**src/rtl/ddr_test_pkg.sv**
```systemverilog
// Shared definitions for the DDR test traffic generator.
// Holds the run-state encoding, the PRBS31 polynomial taps and the
// default generator seed used by the top level and the PRBS sub-module.
package ddr_test_pkg;

   typedef enum logic [3:0] {
      IDLE     = 4'd0,
      WAIT_CAL = 4'd1,
      WR       = 4'd2,
      RD       = 4'd3,
      DRAIN    = 4'd4,
      DONE     = 4'd5
   } state_e;

   // x^31 + x^28 + 1 : feedback taps as bit indices of the 31-bit register
   localparam int          PRBS_TAP_A        = 30;
   localparam int          PRBS_TAP_B        = 27;
   localparam logic [30:0] PRBS_SEED_DEFAULT = 31'h7FFF_FFFF;

endpackage

```
**src/rtl/ddr_test_prbs64.sv**
```systemverilog
// PRBS31 word generator: produces W sequence bits per step.
// The first bit produced in a step lands in data[W-1].
// Ports:
//   s_axi_aclk, s_axi_aresetn : clock, async active-low reset (loads SEED)
//   load                      : restart the sequence from SEED
//   step                      : advance to the next W-bit word
//   data                      : current word (registered)
module ddr_test_prbs64
   import ddr_test_pkg::*;
#(
   parameter int          W    = 64,
   parameter logic [30:0] SEED = PRBS_SEED_DEFAULT
) (
   input  logic         s_axi_aclk,
   input  logic         s_axi_aresetn,
   input  logic         load,
   input  logic         step,
   output logic [W-1:0] data
);

   // Returns {word, register state after producing that word}.
   function automatic logic [W+30:0] advance(input logic [30:0] st_in);
      logic [30:0]  st;
      logic [W-1:0] w;
      logic         nb;
      st = st_in;
      w  = '0;
      for (int i = 0; i < W; i++) begin
         nb         = st[PRBS_TAP_A] ^ st[PRBS_TAP_B];
         st         = {st[29:0], nb};
         w[W-1-i]   = nb;
      end
      return {w, st};
   endfunction

   localparam logic [W+30:0] SEED_WORD = advance(SEED);

   logic [30:0]   lfsr;
   logic [W+30:0] next_word;

   assign next_word = advance(lfsr);

   // data always holds the word for the current beat; lfsr holds the
   // register state just past it, so a step is a single register update.
   always_ff @(posedge s_axi_aclk or negedge s_axi_aresetn) begin
      if (!s_axi_aresetn) begin
         {data, lfsr} <= SEED_WORD;
      end else if (load) begin
         {data, lfsr} <= SEED_WORD;
      end else if (step) begin
         {data, lfsr} <= next_word;
      end
   end

endmodule

```
**src/rtl/ddr_test_traffic_gen.sv**
```systemverilog
// DDR memory BIST traffic generator.
// A rising edge of prbs_mode_start runs: wait for calibration, write req_len
// beats from BASE_ADDR, read them back with at most MAX_OUT reads in flight,
// and compare every returned beat against an independently regenerated
// pattern (PRBS31 or alternating zeros/ones).
// Ports:
//   s_axi_aclk, s_axi_aresetn          : clock, async active-low reset
//   prbs_mode_start/sel, req_len       : run trigger, pattern select, beats
//   ddr_cal_done                       : memory calibrated
//   mem_cmd_valid/ready/wr/addr, mem_wdata : command channel
//   mem_rdata_valid, mem_rdata         : in-order read return
//   bist_running, bist_cplt, err       : status, {sticky flag, mismatch count}
//   wr_cnt, rd_req_cnt, rd_back_cnt    : progress counters
//   round_time, curr_state             : run duration, state encoding
module ddr_test_traffic_gen
   import ddr_test_pkg::*;
#(
   parameter int                ADDR_W    = 34,
   parameter int                DATA_W    = 64,
   parameter int                MAX_OUT   = 64,
   parameter logic [ADDR_W-1:0] BASE_ADDR = '0,
   parameter logic [30:0]       SEED      = PRBS_SEED_DEFAULT
) (
   input  logic              s_axi_aclk,
   input  logic              s_axi_aresetn,
   input  logic              prbs_mode_start,
   input  logic              prbs_mode_sel,
   input  logic [31:0]       req_len,
   input  logic              ddr_cal_done,
   output logic              mem_cmd_valid,
   input  logic              mem_cmd_ready,
   output logic              mem_cmd_wr,
   output logic [ADDR_W-1:0] mem_cmd_addr,
   output logic [DATA_W-1:0] mem_wdata,
   input  logic              mem_rdata_valid,
   input  logic [DATA_W-1:0] mem_rdata,
   output logic              bist_running,
   output logic              bist_cplt,
   output logic [32:0]       err,
   output logic [31:0]       wr_cnt,
   output logic [31:0]       rd_req_cnt,
   output logic [31:0]       rd_back_cnt,
   output logic [63:0]       round_time,
   output logic [3:0]        curr_state
);

   localparam logic [31:0] MAX_OUT_W = 32'(MAX_OUT);

   function automatic logic [ADDR_W-1:0] beat_addr(input logic [31:0] idx);
      return BASE_ADDR + ADDR_W'({idx, 3'b000});
   endfunction

   state_e              state_q, state_d;
   logic                start_q;
   logic [31:0]         len_q;
   logic                sel_q;

   logic                run_start, wr_acc, rd_acc, rd_ret, mismatch, gen_step;
   logic [DATA_W-1:0]   gen_data, chk_data, exp_word;

   logic [31:0]         wr_cnt_d, rd_req_d, rd_back_d;
   logic [32:0]         err_d;
   logic [63:0]         round_time_d;
   logic                cmd_valid_d, cmd_wr_d;
   logic [ADDR_W-1:0]   cmd_addr_d;
   logic [DATA_W-1:0]   wdata_d;

   assign curr_state = state_q;

   assign run_start = prbs_mode_start & ~start_q &
                      ((state_q == IDLE) | (state_q == DONE));
   assign wr_acc    = mem_cmd_valid & mem_cmd_ready &  mem_cmd_wr;
   assign rd_acc    = mem_cmd_valid & mem_cmd_ready & ~mem_cmd_wr;
   assign rd_ret    = mem_rdata_valid & ((state_q == RD) | (state_q == DRAIN));
   assign exp_word  = sel_q ? chk_data : {DATA_W{rd_back_cnt[0]}};
   assign mismatch  = rd_ret & (mem_rdata != exp_word);

   // The write generator runs one beat ahead of mem_wdata so the next
   // beat's word is ready the moment the current write is accepted.
   ddr_test_prbs64 #(.W(DATA_W), .SEED(SEED)) u_gen (
      .s_axi_aclk    (s_axi_aclk),
      .s_axi_aresetn (s_axi_aresetn),
      .load          (run_start),
      .step          (gen_step),
      .data          (gen_data)
   );

   ddr_test_prbs64 #(.W(DATA_W), .SEED(SEED)) u_chk (
      .s_axi_aclk    (s_axi_aclk),
      .s_axi_aresetn (s_axi_aresetn),
      .load          (run_start),
      .step          (rd_ret),
      .data          (chk_data)
   );

   always_comb begin
      state_d      = state_q;
      wr_cnt_d     = wr_cnt      + {31'd0, wr_acc};
      rd_req_d     = rd_req_cnt  + {31'd0, rd_acc};
      rd_back_d    = rd_back_cnt + {31'd0, rd_ret};
      err_d        = err;
      round_time_d = round_time;
      cmd_valid_d  = 1'b0;
      cmd_wr_d     = 1'b0;
      cmd_addr_d   = mem_cmd_addr;
      wdata_d      = mem_wdata;
      gen_step     = 1'b0;

      if (mismatch)
         err_d = {1'b1, (&err[31:0]) ? err[31:0] : err[31:0] + 32'd1};
      if (bist_running && !(&round_time))
         round_time_d = round_time + 64'd1;

      case (state_q)
         IDLE, DONE: begin
            if (run_start) begin
               state_d      = WAIT_CAL;
               wr_cnt_d     = '0;
               rd_req_d     = '0;
               rd_back_d    = '0;
               err_d        = '0;
               round_time_d = '0;
            end
         end
         WAIT_CAL: begin
            if (ddr_cal_done) begin
               if (len_q == 32'd0) begin
                  state_d = DONE;
               end else begin
                  state_d     = WR;
                  cmd_valid_d = 1'b1;
                  cmd_wr_d    = 1'b1;
                  cmd_addr_d  = beat_addr(32'd0);
                  wdata_d     = sel_q ? gen_data : '0;
                  gen_step    = 1'b1;
               end
            end
         end
         WR: begin
            if (wr_acc && wr_cnt_d == len_q) begin
               state_d     = RD;
               cmd_valid_d = 1'b1;
               cmd_addr_d  = beat_addr(32'd0);
            end else begin
               cmd_valid_d = 1'b1;
               cmd_wr_d    = 1'b1;
               if (wr_acc) begin
                  cmd_addr_d = beat_addr(wr_cnt_d);
                  wdata_d    = sel_q ? gen_data : {DATA_W{wr_cnt_d[0]}};
                  gen_step   = 1'b1;
               end
            end
         end
         RD: begin
            if (rd_acc && rd_req_d == len_q) begin
               state_d = DRAIN;
            end else begin
               // Counts used here are next-cycle values, so the window
               // limit applies to the very cycle the command is shown.
               cmd_valid_d = (rd_req_d - rd_back_d) < MAX_OUT_W;
               cmd_addr_d  = beat_addr(rd_req_d);
            end
         end
         DRAIN: begin
            if (rd_back_d == len_q)
               state_d = DONE;
         end
         default: state_d = IDLE;
      endcase
   end

   always_ff @(posedge s_axi_aclk or negedge s_axi_aresetn) begin
      if (!s_axi_aresetn) begin
         state_q       <= IDLE;
         // Held high so a start level present at reset release is not an edge.
         start_q       <= 1'b1;
         len_q         <= '0;
         sel_q         <= 1'b0;
         wr_cnt        <= '0;
         rd_req_cnt    <= '0;
         rd_back_cnt   <= '0;
         err           <= '0;
         round_time    <= '0;
         mem_cmd_valid <= 1'b0;
         mem_cmd_wr    <= 1'b0;
         mem_cmd_addr  <= '0;
         mem_wdata     <= '0;
         bist_running  <= 1'b0;
         bist_cplt     <= 1'b0;
      end else begin
         state_q       <= state_d;
         start_q       <= prbs_mode_start;
         if (run_start) begin
            len_q <= req_len;
            sel_q <= prbs_mode_sel;
         end
         wr_cnt        <= wr_cnt_d;
         rd_req_cnt    <= rd_req_d;
         rd_back_cnt   <= rd_back_d;
         err           <= err_d;
         round_time    <= round_time_d;
         mem_cmd_valid <= cmd_valid_d;
         mem_cmd_wr    <= cmd_wr_d;
         mem_cmd_addr  <= cmd_addr_d;
         mem_wdata     <= wdata_d;
         bist_running  <= (state_d == WAIT_CAL) | (state_d == WR) |
                          (state_d == RD) | (state_d == DRAIN);
         bist_cplt     <= (state_d == DONE);
      end
   end

endmodule

```
**config.mk**
```make
export PLATFORM = sky130hd
export DESIGN_NAME = ddr_test_traffic_gen
export DESIGN_NICKNAME = d
export VERILOG_FILES = /design/src/rtl/ddr_test_pkg.sv /design/src/rtl/ddr_test_prbs64.sv /design/src/rtl/ddr_test_traffic_gen.sv
export SDC_FILE = /design/constraint.sdc
export NUM_CORES = 1
export LEC_CHECK = 0
export CELL_PAD_IN_SITES_DETAIL_PLACEMENT = 0
export CELL_PAD_IN_SITES_GLOBAL_PLACEMENT = 1
export CORE_MARGIN = 5
export CORE_UTILIZATION = 39
export CTS_BUF_LIST = sky130_fd_sc_hd__clkbuf_8
export DETAILED_ROUTE_END_ITERATION = 6
export GPL_ROUTABILITY_DRIVEN = 0
export PLACE_DENSITY = 0.85
export SETUP_SLACK_MARGIN = 0.5
export SLEW_MARGIN = 25
export SYNTH_ARGS = -nofsm -noshare
export SYNTH_HDL_FRONTEND = slang
export SYNTH_SLANG_ARGS = --single-unit
```
**constraint.sdc**
```tcl
create_clock -name s_axi_aclk -period 5.7 [get_ports s_axi_aclk]
set_input_delay 0.57 -clock s_axi_aclk [delete_from_list [all_inputs] [get_ports s_axi_aclk]]
set_output_delay 0.57 -clock s_axi_aclk [all_outputs]
set_load 0.05 [all_outputs]
```
==> results of run 1 <==
[state kept, by name, summed over array words and instances (netlist names), 4 cells and up]
name	cells
mem_wdata	64
mem_cmd_addr	31
err	33
len_q	32
round_time	64
rd_req_cnt	32
u_gen.data	34
u_chk.lfsr	30
wr_cnt	32
u_chk.data	34
rd_back_cnt	32
curr_state	4
u_gen.lfsr	30
[area by class of cell]
class / instances / area [µm²] / share of cell area (%)
Sequential cell: 458 / 11500 / 34.3
Multi-Input combinational cell: 2186 / 13900 / 41.5
Clock buffer: 100 / 1380 / 4.11
Tap cell: 873 / 1090 / 3.26
Timing Repair Buffer: 516 / 4990 / 14.9
Inverter: 75 / 283 / 0.844
Antenna cell: 9 / 22.5 / 0.0672
Clock inverter: 51 / 343 / 1.02
[cells in the mapped netlist (all sizes together) (48+ instances only)]
cell type    n  area share (%)
dfrtp      439              42
nor2       310             4.4
inv         74             1.1
nand2      335             4.8
a21oi      132             2.5
nand3      131             2.5
nor3        53             1.0
o21ai      169             3.2
xnor2      280             9.3
xor2       151             5.0
a211oi      48             1.4
clkbuf     183             2.6
nand4      104             2.6
[critical path, cell delays in order, from the launching register on]
cell                        delay [ns]
sky130_fd_sc_hd__dfrtp_1          0.45
sky130_fd_sc_hd__nand2_1          0.10
sky130_fd_sc_hd__nor2_1           0.10
sky130_fd_sc_hd__ha_1             0.24
sky130_fd_sc_hd__ha_1             0.19
sky130_fd_sc_hd__and3_1           0.20
sky130_fd_sc_hd__nand4_1          0.25
sky130_fd_sc_hd__buf_4            0.28
sky130_fd_sc_hd__o41ai_1          0.56
sky130_fd_sc_hd__o2111ai_1        0.17
sky130_fd_sc_hd__or4_1            0.45
sky130_fd_sc_hd__or4_1            0.57
sky130_fd_sc_hd__or4_4            0.61
sky130_fd_sc_hd__nand2_2          0.14
sky130_fd_sc_hd__nand3_2          0.07
sky130_fd_sc_hd__a211oi_2         0.27
sky130_fd_sc_hd__nand2_1          0.10
sky130_fd_sc_hd__xor2_1           0.15
[per-stage QoR]
step / worst slack [ns] / instances
3_5_place_dp: -0.0505 / 4103
6_report: 0.602 / 4268
2_1_floorplan: 0.490 / 2948
3_3_place_gp: 0.185 / 4103
4_1_cts: 0.553 / 4256
5_1_grt: 0.315 / 4259
[path summary, 6_finish.rpt]
kind / from / to / slack (ns) / cells after the start
setup / recovery: mem_cmd_valid / bist_running / 0.60 / 17
min in group asynchronous: s_axi_aresetn / wr_cnt[19] / 0.49 / 2
hold / removal: prbs_mode_start / start_q / 0.33 / 1
hold reg to reg: mem_wdata[28] / mem_wdata[28] / 0.48 / 2
max in group asynchronous: s_axi_aresetn / mem_wdata[36] / 3.87 / 3
setup reg to reg: mem_cmd_valid / bist_running / 0.60 / 17
[metal layers]
layer  vias up  GRT usage, %  part of all wire [%]
met5         -             0                 0.066
met4        10          8.18                   3.4
met3       208          7.66                   9.2
met2       995          37.0                    45
met1     11300          32.3                    42
li1      11000             -                     -
[cells by family (layout without fill, tap and decap cells)]
logic type | Yosys count | count (layout) | synth area share [%]
other | 1 | 13 | 0.0142
multiplexers | 25 | 25 | 0.969
AO/OA/AOI/OAI | 517 | 517 | 12.3
XOR/XNOR | 446 | 446 | 15.6
buffers and inverters | 304 | 742 | 4.52
AND/OR/NAND/NOR | 1158 | 1158 | 21.2
flip-flops | 458 | 458 | 43.6
adder cells (fa/ha/maj) | 36 | 36 | 1.71
[cell usage in the layout, fill, tap and decap left out, types with 31 or more instances in the layout]
cell type / instances
sky130_fd_sc_hd__dfrtp_1: 435
sky130_fd_sc_hd__clkdlybuf4s50_1: 397
sky130_fd_sc_hd__nand2_1: 331
sky130_fd_sc_hd__nor2_1: 309
sky130_fd_sc_hd__xnor2_1: 280
sky130_fd_sc_hd__o21ai_0: 163
sky130_fd_sc_hd__xor2_1: 147
sky130_fd_sc_hd__a21oi_1: 131
sky130_fd_sc_hd__nand3_1: 127
sky130_fd_sc_hd__buf_4: 107
sky130_fd_sc_hd__inv_1: 105
sky130_fd_sc_hd__nand4_1: 102
sky130_fd_sc_hd__clkbuf_8: 100
sky130_fd_sc_hd__nor3_1: 49
sky130_fd_sc_hd__a211oi_1: 46
sky130_fd_sc_hd__nor4_1: 38
sky130_fd_sc_hd__and3_1: 33
sky130_fd_sc_hd__or3_1: 31
sky130_fd_sc_hd__o221ai_1: 31
sky130_fd_sc_hd__ha_1: 31
[power by group through the flow]
stage                     combinational [mW]  sequential, mW  clock (mW)
after floorplan                         1.03            4.05           0
after global placement                  1.75            4.03           0
after detailed placement                1.77            4.02           0
after CTS                               1.78            3.97        3.33
after global routing                    1.93            4.01        3.47
final                                   1.78            3.98        3.24
[timing repair]
action                     CTS  global route
pin swaps                    3            18
buffers inserted             1             3
setup endpoints to repair    1           119
hold endpoints to repair    84             0
hold buffers                 1             0
gates resized for setup      4            20
==> summary.txt, run 1 <==
Routing
  – DRC violation count after routing: 0
  – Wirelength, routed: 91.2 mm
  – Number of DRC markers in iteration 0: 1,908
  – Vias: 23,500
  – Routed Antenna Nets: 0
  – Drt wl/cell: 21.4 µm
  – Detail-routed via count per cell: 5.51
  – First-pass iteration count of the detailed router: 6

Yosys
  – Proportion of synthesized chip area in sequential cells: 43.6%
  – Netlist area before placement: 0.0263 mm²
  – Share of async-settable or async-resettable flops after synthesis: 100%
  – EDFF count, synth: 0
  – Number of distinct library cells after synthesis: 89
  – Yosys warning total: 0
  – Synthesized flop and latch total: 458
  – Predominant post-synthesis flop cell: sky130_fd_sc_hd__dfrtp_1
  – Post-Syn Area per Cell: 8.95 µm²
  – Synthesized netlist cell count: 2,945

Clocking
  – CTS max path bufs: 3
  – Clock buffers created by TritonCTS: 84
  – Insertion delay to the later sink of the worst-skew pair: 0.69 ns
  – Clock input transition at the sequential cells of the worst setup and hold paths: 0.07 ns
  – CTS sink cnt: 458
  – Clock root buffer: sky130_fd_sc_hd__clkbuf_8
  – H-tree Lvls: 3
  – CTS tree: yes

Setup path
  – Critical path capture point type: flip-flop
  – Max Fanout on Critical Path: 8
  – Critical Setup Path Class: reg2reg
  – Kind of launch point of the worst setup path: flip-flop
  – Data arrival at the endpoint of the critical path: 5.62 ns
  – Required time at the worst-slack endpoint: 6.22 ns

Power
  – VDD IR-drop max: 0.224 mV
  – Leak Pwr: 14.4 nW
  – Total internal power: 6.02 mW
  – Net Switching: 2.98 mW
  – Sequential share of power: 44.2%
  – Net Sw Frac: 33.1%
  – Part of the total power dissipated in the clock network: 36.0%
  – Share of total power in combinational logic: 19.8%
  – Design Power: 9.00 mW
  – Total power density per cell area: 269 mW/mm²

Die
  – Die Width: 270 µm
  – Placeable core region: 0.0670 mm²
  – Die footprint: 0.0729 mm²
  – Floorplan die height: 270 µm
  – Total number of placement rows: 95
  – IO Pins: 402
  – Initial core utilization: 39.3%

Flow run
  – Number of maximum-capacitance constraint violations: 0

STA
  – Count of endpoints failing setup in the final report: 0
  – Unrepaired setup endpoints after global routing: true
  – TNS Setup: 0 ns
  – Headroom to the max-slew limit: 30.3%
  – Worst hold slack: 0.328 ns
  – Worst Skew: 0.0508 ns
  – Max Transition Viols Final: 0
  – Min cycle time layout: 5.10 ns
  – Hold Violations, Final: 0
  – Pin slew with the least headroom to its limit: 1.04 ns
  – Share of the cycle needed by the critical path after routing: 89.4%
  – Upper clock frequency limit: 196 MHz

Placed design
  – Number of port buffers: 398
  – Detail Placement HPWL: 67.0 mm
  – Post-placement cell area: 0.0316 mm²

Layout
  – Number of filler instances in the final layout: 6,358
  – Growth of design area from synthesis to finish: 27.2%
  – Post-layout nets: 3,460
  – Design Area, Final: 0.0335 mm²
  – Core utilization of the finished layout: 50.0%
  – Share of post-route cells with drive strength above 1: 9.33%

Global route
  – First-pass GRT wire length: 139 mm
  – Initial antenna violation count: 11
  – Number of global-route vias before repair: 23,200
  – Total global-route track usage: 24.1%
  – Pin count of the biggest net entering global routing: 144
  – Global route total overflow: 0

Status
  – Outcome: completed

Min path
  – Worst hold path class: in2reg
Power figures use the tool's default switching activity.
==> inputs of run 2 (changes only) <==
Settings changed: PLACE_DENSITY 0.85 to 0.84, SYNTH_HIERARCHICAL from default to 1.
==> run 2 against run 1 <==
Net effect:
- flip-flop and latch count stayed put
- the run now ends with design-rule violations left
- wire length grew 3.3%
- clock skew increased by 0.0094 ns
- setup slack improved by 0.087 ns
- core utilization is 0.86 points lower
- final cell count fell by 1.5%
- highest routed layer is now met4
- clock power increased by 6%
- global-route usage up 0.46 points
- sequential power rose by 5.8%
- die area grew 2.0%
==> summary.txt, run 2 <==
Status
  – Outcome: finished, violations left
  – Violations in the final reports: design-rule violations

Die
  – Placeable core region: 0.0685 mm²
  – Initial core utilization: 39.3%
  – Floorplan die height: 273 µm
  – Die Width: 273 µm
  – Die footprint: 0.0743 mm²
  – IO Pins: 402
  – Total number of placement rows: 96

STA
  – Hold Violations, Final: 0
  – Worst Skew: 0.0602 ns
  – Count of endpoints failing setup in the final report: 0
  – Min cycle time layout: 5.01 ns
  – Worst hold slack: 0.326 ns
  – Headroom to the max-slew limit: 34.7%
  – TNS Setup: 0 ns
  – Pin slew with the least headroom to its limit: 0.977 ns
  – Unrepaired setup endpoints after global routing: false
  – Share of the cycle needed by the critical path after routing: 87.9%
  – Max Transition Viols Final: 0
  – Upper clock frequency limit: 200 MHz

Layout
  – Most common cell after layout, fill and taps aside: sky130_fd_sc_hd__dfrtp_1
  – Final cell count without fillers: 4,204
  – Share of post-route cells with drive strength above 1: 9.40%
  – Most frequent cells in the layout: sky130_fd_sc_hd__dfrtp_1 (436), sky130_fd_sc_hd__clkdlybuf4s50_1 (397), sky130_fd_sc_hd__nor2_1 (336)
  – Post-layout nets: 3,388
  – Growth of design area from synthesis to finish: 25.1%

Yosys
  – Synthesized-area fraction occupied by ao, oa, aoi and oai cells: 14.0%
  – Synthesized-area fraction occupied by xor and xnor cells: 15.0%
  – Proportion of netlist area held by the largest area contributor: 40.9%
  – Share of synthesized cell area in and, or, nand and nor gates: 19.4%
  – Yosys warning total: 6
  – Most common cell in the netlist: sky130_fd_sc_hd__dfrtp_1
  – Netlist area before placement: 0.0269 mm²
  – Cell types occupying the most area after synthesis: sky130_fd_sc_hd__dfrtp_1 (41%), sky130_fd_sc_hd__xnor2_1 (8.3%), sky130_fd_sc_hd__xor2_1 (5.5%)
  – Proportion of synthesized chip area in sequential cells: 42.7%
  – Predominant post-synthesis flop cell: sky130_fd_sc_hd__dfrtp_1
  – Synthesized netlist cell count: 2,919
  – Number of distinct library cells after synthesis: 96
  – Synthesized flop and latch total: 458
  – Main combinational cell family by area after synthesis: simple AND/OR/NAND/NOR gates
  – Adder-cell area share of the yosys netlist: 1.77%
  – EDFF count, synth: 0
  – Portion of netlist area occupied by mux cells: 2.21%
  – List of most frequent post-synthesis cells: sky130_fd_sc_hd__dfrtp_1 (439), sky130_fd_sc_hd__nor2_1 (337), sky130_fd_sc_hd__xnor2_1 (255)
  – Share of async-settable or async-resettable flops after synthesis: 100%
  – Library cell with the largest summed area after synthesis: sky130_fd_sc_hd__dfrtp_1
  – Post-Syn Area per Cell: 9.21 µm²

Routing
  – Number of DRC markers in iteration 0: 2,499
  – Routed Antenna Nets: 0
  – Drt wl/cell: 22.4 µm
  – First-pass iteration count of the detailed router: 7
  – Wirelength, routed: 94.3 mm
  – Vias: 23,700
  – DRC violation count after routing: 3
  – Detail-routed via count per cell: 5.64

Setup path
  – Required time at the worst-slack endpoint: 6.32 ns
  – Crit-path slowest cell: sky130_fd_sc_hd__dfrtp_2
  – Kind of launch point of the worst setup path: flip-flop
  – Cell with the most instances on the worst path: sky130_fd_sc_hd__nand2_1
  – Max Fanout on Critical Path: 5
  – Data arrival at the endpoint of the critical path: 5.63 ns
  – Critical path capture point type: flip-flop
  – Cell Chain, Critical Path: nand2_1, nor2_1, ha_1, ha_2, and4_1, nand2_1, nor4_2, xnor2_1, inv_1, ha_1, nor3b_1, a221oi_1, o21ai_0, a31oi_1, o311a_1, o211ai_1, a2111o_1, nor4_4, nand4_1, nand4b_1, nand2_1
  – Critical Setup Path Class: reg2reg
  – Largest incremental delay on the critical path: 0.45 ns

Clocking
  – CTS sink cnt: 458
  – CTS max path bufs: 3
  – CTS tree: yes
  – Clock input transition at the sequential cells of the worst setup and hold paths: 0.06 ns
  – Clock root buffer: sky130_fd_sc_hd__clkbuf_8
  – Insertion delay to the later sink of the worst-skew pair: 0.71 ns
  – Clock buffers created by TritonCTS: 85
  – H-tree Lvls: 3

Power
  – Total internal power: 6.55 mW
  – Leak Pwr: 14.0 nW
  – Share of total power in combinational logic: 24.8%
  – Total power density per cell area: 302 mW/mm²
  – VDD IR-drop max: 0.207 mV
  – Sequential share of power: 41.5%
  – Net Sw Frac: 35.4%
  – Net Switching: 3.59 mW
  – Part of the total power dissipated in the clock network: 33.7%

Min path
  – Worst hold path class: in2reg

Global route
  – Global route total overflow: 0
  – Total global-route track usage: 24.5%
  – Initial antenna violation count: 4
  – Number of global-route vias before repair: 23,200
  – Pin count of the biggest net entering global routing: 139
  – First-pass GRT wire length: 143 mm

Placed design
  – Detail Placement HPWL: 68.5 mm
  – Cells after DPL: 4,040
  – Number of port buffers: 398

Flow run
  – Number of maximum-capacitance constraint violations: 0
## run 2: final timing paths
kind,startpoint,to,slack (ns),cells after the start
max reg2reg,mem_cmd_valid,mem_cmd_valid,0.69,21
min reg2reg,mem_wdata[36],mem_wdata[36],0.48,2
min,prbs_mode_start,start_q,0.33,1
max,mem_cmd_valid,mem_cmd_valid,0.69,21
min in group asynchronous,s_axi_aresetn,mem_wdata[30],0.49,2
max in group asynchronous,s_axi_aresetn,round_time[37],3.85,3
## run 2: metal layers
layer	share of wire (%)	wire (µm)	GRT usage, %
met5	0	0	0
met3	9.5	8940	6.81
met4	3.8	3590	8.45
met1	42	39100	32.9
met2	45	42600	38.4
## run 2: repair_timing
action,CTS,global route
resized for setup,0,16
setup buffers,0,5
hold buffers,1,0
endpoints found under the hold margin,78,0
endpoints found under the setup margin,0,1
## run 2: power by group through the flow
stage	clock (mW)	sequential [mW]	combinational, mW
6_report	3.42	4.21	2.51
4_1_cts	3.51	4.20	2.51
3_5_place_dp	0	4.25	2.50
2_1_floorplan	0	4.46	1.31
3_3_place_gp	0	4.25	2.47
5_1_grt	3.65	4.25	2.70
## run 2: stage by stage
stage | cell area, µm² | utilization (%) | total power, mW | setup WS [ns]
2_1_floorplan | 26900 | - | 5.77 | 0.583
3_3_place_gp | 31700 | 46.2 | 6.72 | 0.255
3_5_place_dp | 31700 | 46.2 | 6.75 | 0.0777
4_1_cts | 33500 | 49.0 | 10.2 | 0.522
5_1_grt | 33600 | 49.1 | 10.6 | 0.464
6_report | 33600 | 49.1 | 10.1 | 0.688
## run 2: layout make-up
class | instances | area, µm²
Antenna cell | 3 | 7.51
Multi-Input combinational cell | 2135 | 14200
Fill cell | 6453 | 34800
Sequential cell | 458 | 11500
Inverter | 105 | 402
Timing Repair Buffer | 466 | 4590
Clock inverter | 46 | 350
Tap cell | 882 | 1100
Clock buffer | 109 | 1500
## run 2: kinds of logic (layout without fill, tap and decap cells)
group                      after synthesis  in the layout
adders and majority gates               39             39
buffers and inverters                  329            726
DFF                                    458            458
other                                    1              7
muxes                                   55             55
xor gates and xnor gates               440            440
and+or+nand+nor                       1025           1025
AOI/OAI and AO/OA                      572            572
## run 2: critical path, delay by kind of cell (launching register included)
family	cells	cell delay, ns
simple gates	10	1.94
compound gates	6	1.31
fa+ha+maj	3	0.90
flops	1	0.45
xor+xnor	1	0.24
buf+inv	1	0.08
==> inputs of run 3 (changes only) <==
Settings changed: CORE_UTILIZATION 39 to 35, PLACE_DENSITY 0.84 to 0.77.
==> run 3 against run 2 <==
Net effect:
- the flow now finishes without violations
- core utilization shrank 4.7 points
- wire length grew 0.28%
- worst hold slack gained 0.015 ns
- clock skew shrank 0.00062 ns
- final cell count grew 3.4%
- cell area grew 0.50%
- sequential share of layout area shrank 0.17 points
- die area grew 11%
- largest cell class unchanged
- global-route usage shrank 2.3 points
- highest routed layer unchanged
- power grew 0.61%
- via count shrank 0.92%
==> summary.txt, run 3 (synthesized netlist as in run 2, its figures left out) <==
Power
  – VDD IR-drop max: 0.208 mV
  – Total power density per cell area: 302 mW/mm²
  – Leak Pwr: 14.0 nW

STA
  – Worst hold slack: 0.341 ns
  – Share of the cycle needed by the critical path after routing: 86.6%
  – Count of endpoints failing setup in the final report: 0
  – Max Transition Viols Final: 0
  – Hold Violations, Final: 0
  – Upper clock frequency limit: 203 MHz
  – Unrepaired setup endpoints after global routing: false
  – Headroom to the max-slew limit: 36.8%
  – Worst Skew: 0.0596 ns
  – Pin slew with the least headroom to its limit: 0.945 ns
  – TNS Setup: 0 ns
  – Min cycle time layout: 4.93 ns

Layout
  – Design Area, Final: 0.0338 mm²
  – Most common cell after layout, fill and taps aside: sky130_fd_sc_hd__dfrtp_1
  – Share of post-route cells with drive strength above 1: 9.56%
  – Number of filler instances in the final layout: 7,493
  – Growth of design area from synthesis to finish: 25.7%
  – Most frequent cells in the layout: sky130_fd_sc_hd__dfrtp_1 (436), sky130_fd_sc_hd__clkdlybuf4s50_1 (397), sky130_fd_sc_hd__nor2_1 (336)
  – Final cell count without fillers: 4,347
  – Post-layout nets: 3,387
  – Core utilization of the finished layout: 44.4%

Die
  – Placeable core region: 0.0761 mm²
  – IO Pins: 402
  – Die Width: 287 µm
  – Initial core utilization: 35.3%
  – Die footprint: 0.0825 mm²
  – Total number of placement rows: 101
  – Floorplan die height: 287 µm

Setup path
  – CP top delay family: simple AND/OR/NAND/NOR gates
  – Critical Setup Path Class: reg2reg
  – Data arrival at the endpoint of the critical path: 5.57 ns
  – Number of buffer and inverter stages on the critical path: 2
  – Cell Chain, Critical Path: nand2_1, nor2_1, ha_1, ha_2, nand4_2, nor4_4, buf_4, nand4_2, xnor2_1, ha_1, buf_4, or2_2, a21oi_1, a31oi_1, a21oi_1, o32ai_1, a2111o_1, nor4_1, nand4_1, nand4b_1, nand2_1
  – Critical path capture point type: flip-flop
  – Largest incremental delay on the critical path: 0.47 ns
  – Required time at the worst-slack endpoint: 6.34 ns
  – Kind of launch point of the worst setup path: flip-flop
  – Max Fanout on Critical Path: 11
  – Crit-path slowest cell: sky130_fd_sc_hd__dfrtp_2

Clocking
  – CTS max path bufs: 3
  – Clock buffers created by TritonCTS: 85
  – Clock root buffer: sky130_fd_sc_hd__clkbuf_8
  – Insertion delay to the later sink of the worst-skew pair: 0.71 ns
  – Clock input transition at the sequential cells of the worst setup and hold paths: 0.07 ns
  – CTS sink cnt: 458
  – CTS tree: yes
  – H-tree Lvls: 3

Status
  – Outcome: completed

Routing
  – Routed Antenna Nets: 0
  – First-pass iteration count of the detailed router: 5
  – Wirelength, routed: 94.5 mm
  – Drt wl/cell: 21.7 µm
  – Number of DRC markers in iteration 0: 2,186
  – Vias: 23,500
  – Detail-routed via count per cell: 5.41
  – DRC violation count after routing: 0

Global route
  – Pin count of the biggest net entering global routing: 130
  – Global route total overflow: 0
  – Total global-route track usage: 22.2%
  – First-pass GRT wire length: 143 mm
  – Number of global-route vias before repair: 23,000
  – Initial antenna violation count: 3

Placed design
  – Number of port buffers: 398
  – Cells after DPL: 4,191
  – Detail Placement HPWL: 70.0 mm
  – Post-placement cell area: 0.0318 mm²

Min path
  – Worst hold path class: in2reg

Flow run
  – Number of maximum-capacitance constraint violations: 0
-- run 3: worst paths after layout --
check                                startpoint             end  slack [ns]  cells past startpoint
worst min register to register    mem_wdata[37]   mem_wdata[37]        0.48                      2
worst max register to register    mem_cmd_valid   mem_cmd_valid        0.77                     21
min in group asynchronous         s_axi_aresetn  u_gen/data[25]        0.42                      2
max in group asynchronous         s_axi_aresetn  round_time[37]        3.96                      3
worst max-delay path              mem_cmd_valid   mem_cmd_valid        0.77                     21
worst min-delay path            prbs_mode_start         start_q        0.34                      1
-- run 3: through the flow --
step	total power, mW	setup slack, ns
floorplan	5.77	0.583
global placement	6.74	0.130
detailed placement	6.75	0.0226
CTS	10.3	0.502
global route	10.7	0.491
finish	10.2	0.766
-- run 3: report_power, final --
group | switching [mW] | leakage (nW) | total, mW | internal [mW]
registers | 0.579 | 6.15 | 4.20 | 3.62
clock network | 1.57 | 1.03 | 3.51 | 1.94
logic | 1.46 | 6.78 | 2.50 | 1.04
-- run 3: layer usage --
metal,vias up,track usage (%),share of wire [%]
li1,10900,-,-
met1,11500,30.0,43
met2,937,35.8,47
met3,165,5.48,8.0
met4,0,6.33,2.9
met5,-,0,0
-- run 3: cell type report --
| class | instances | area [µm²] | share of cell area, % |
|---|---|---|---|
| multi-input cells | 2135 | 14200 | 42.0 |
| flip-flops and latches | 458 | 11500 | 34.0 |
| repair buffers | 465 | 4560 | 13.5 |
| clock buffers | 109 | 1500 | 4.44 |
| well taps | 1030 | 1290 | 3.81 |
| inverters | 105 | 402 | 1.19 |
| clock inverters | 43 | 375 | 1.11 |
| diodes | 2 | 5.00 | 0.0148 |
-- run 3: repair_timing --
action	in CTS	in global routing
setup endpoints to repair	0	1
hold buffers	1	0
resized for setup	0	13
endpoints found under the hold margin	68	0
setup buffers	0	1
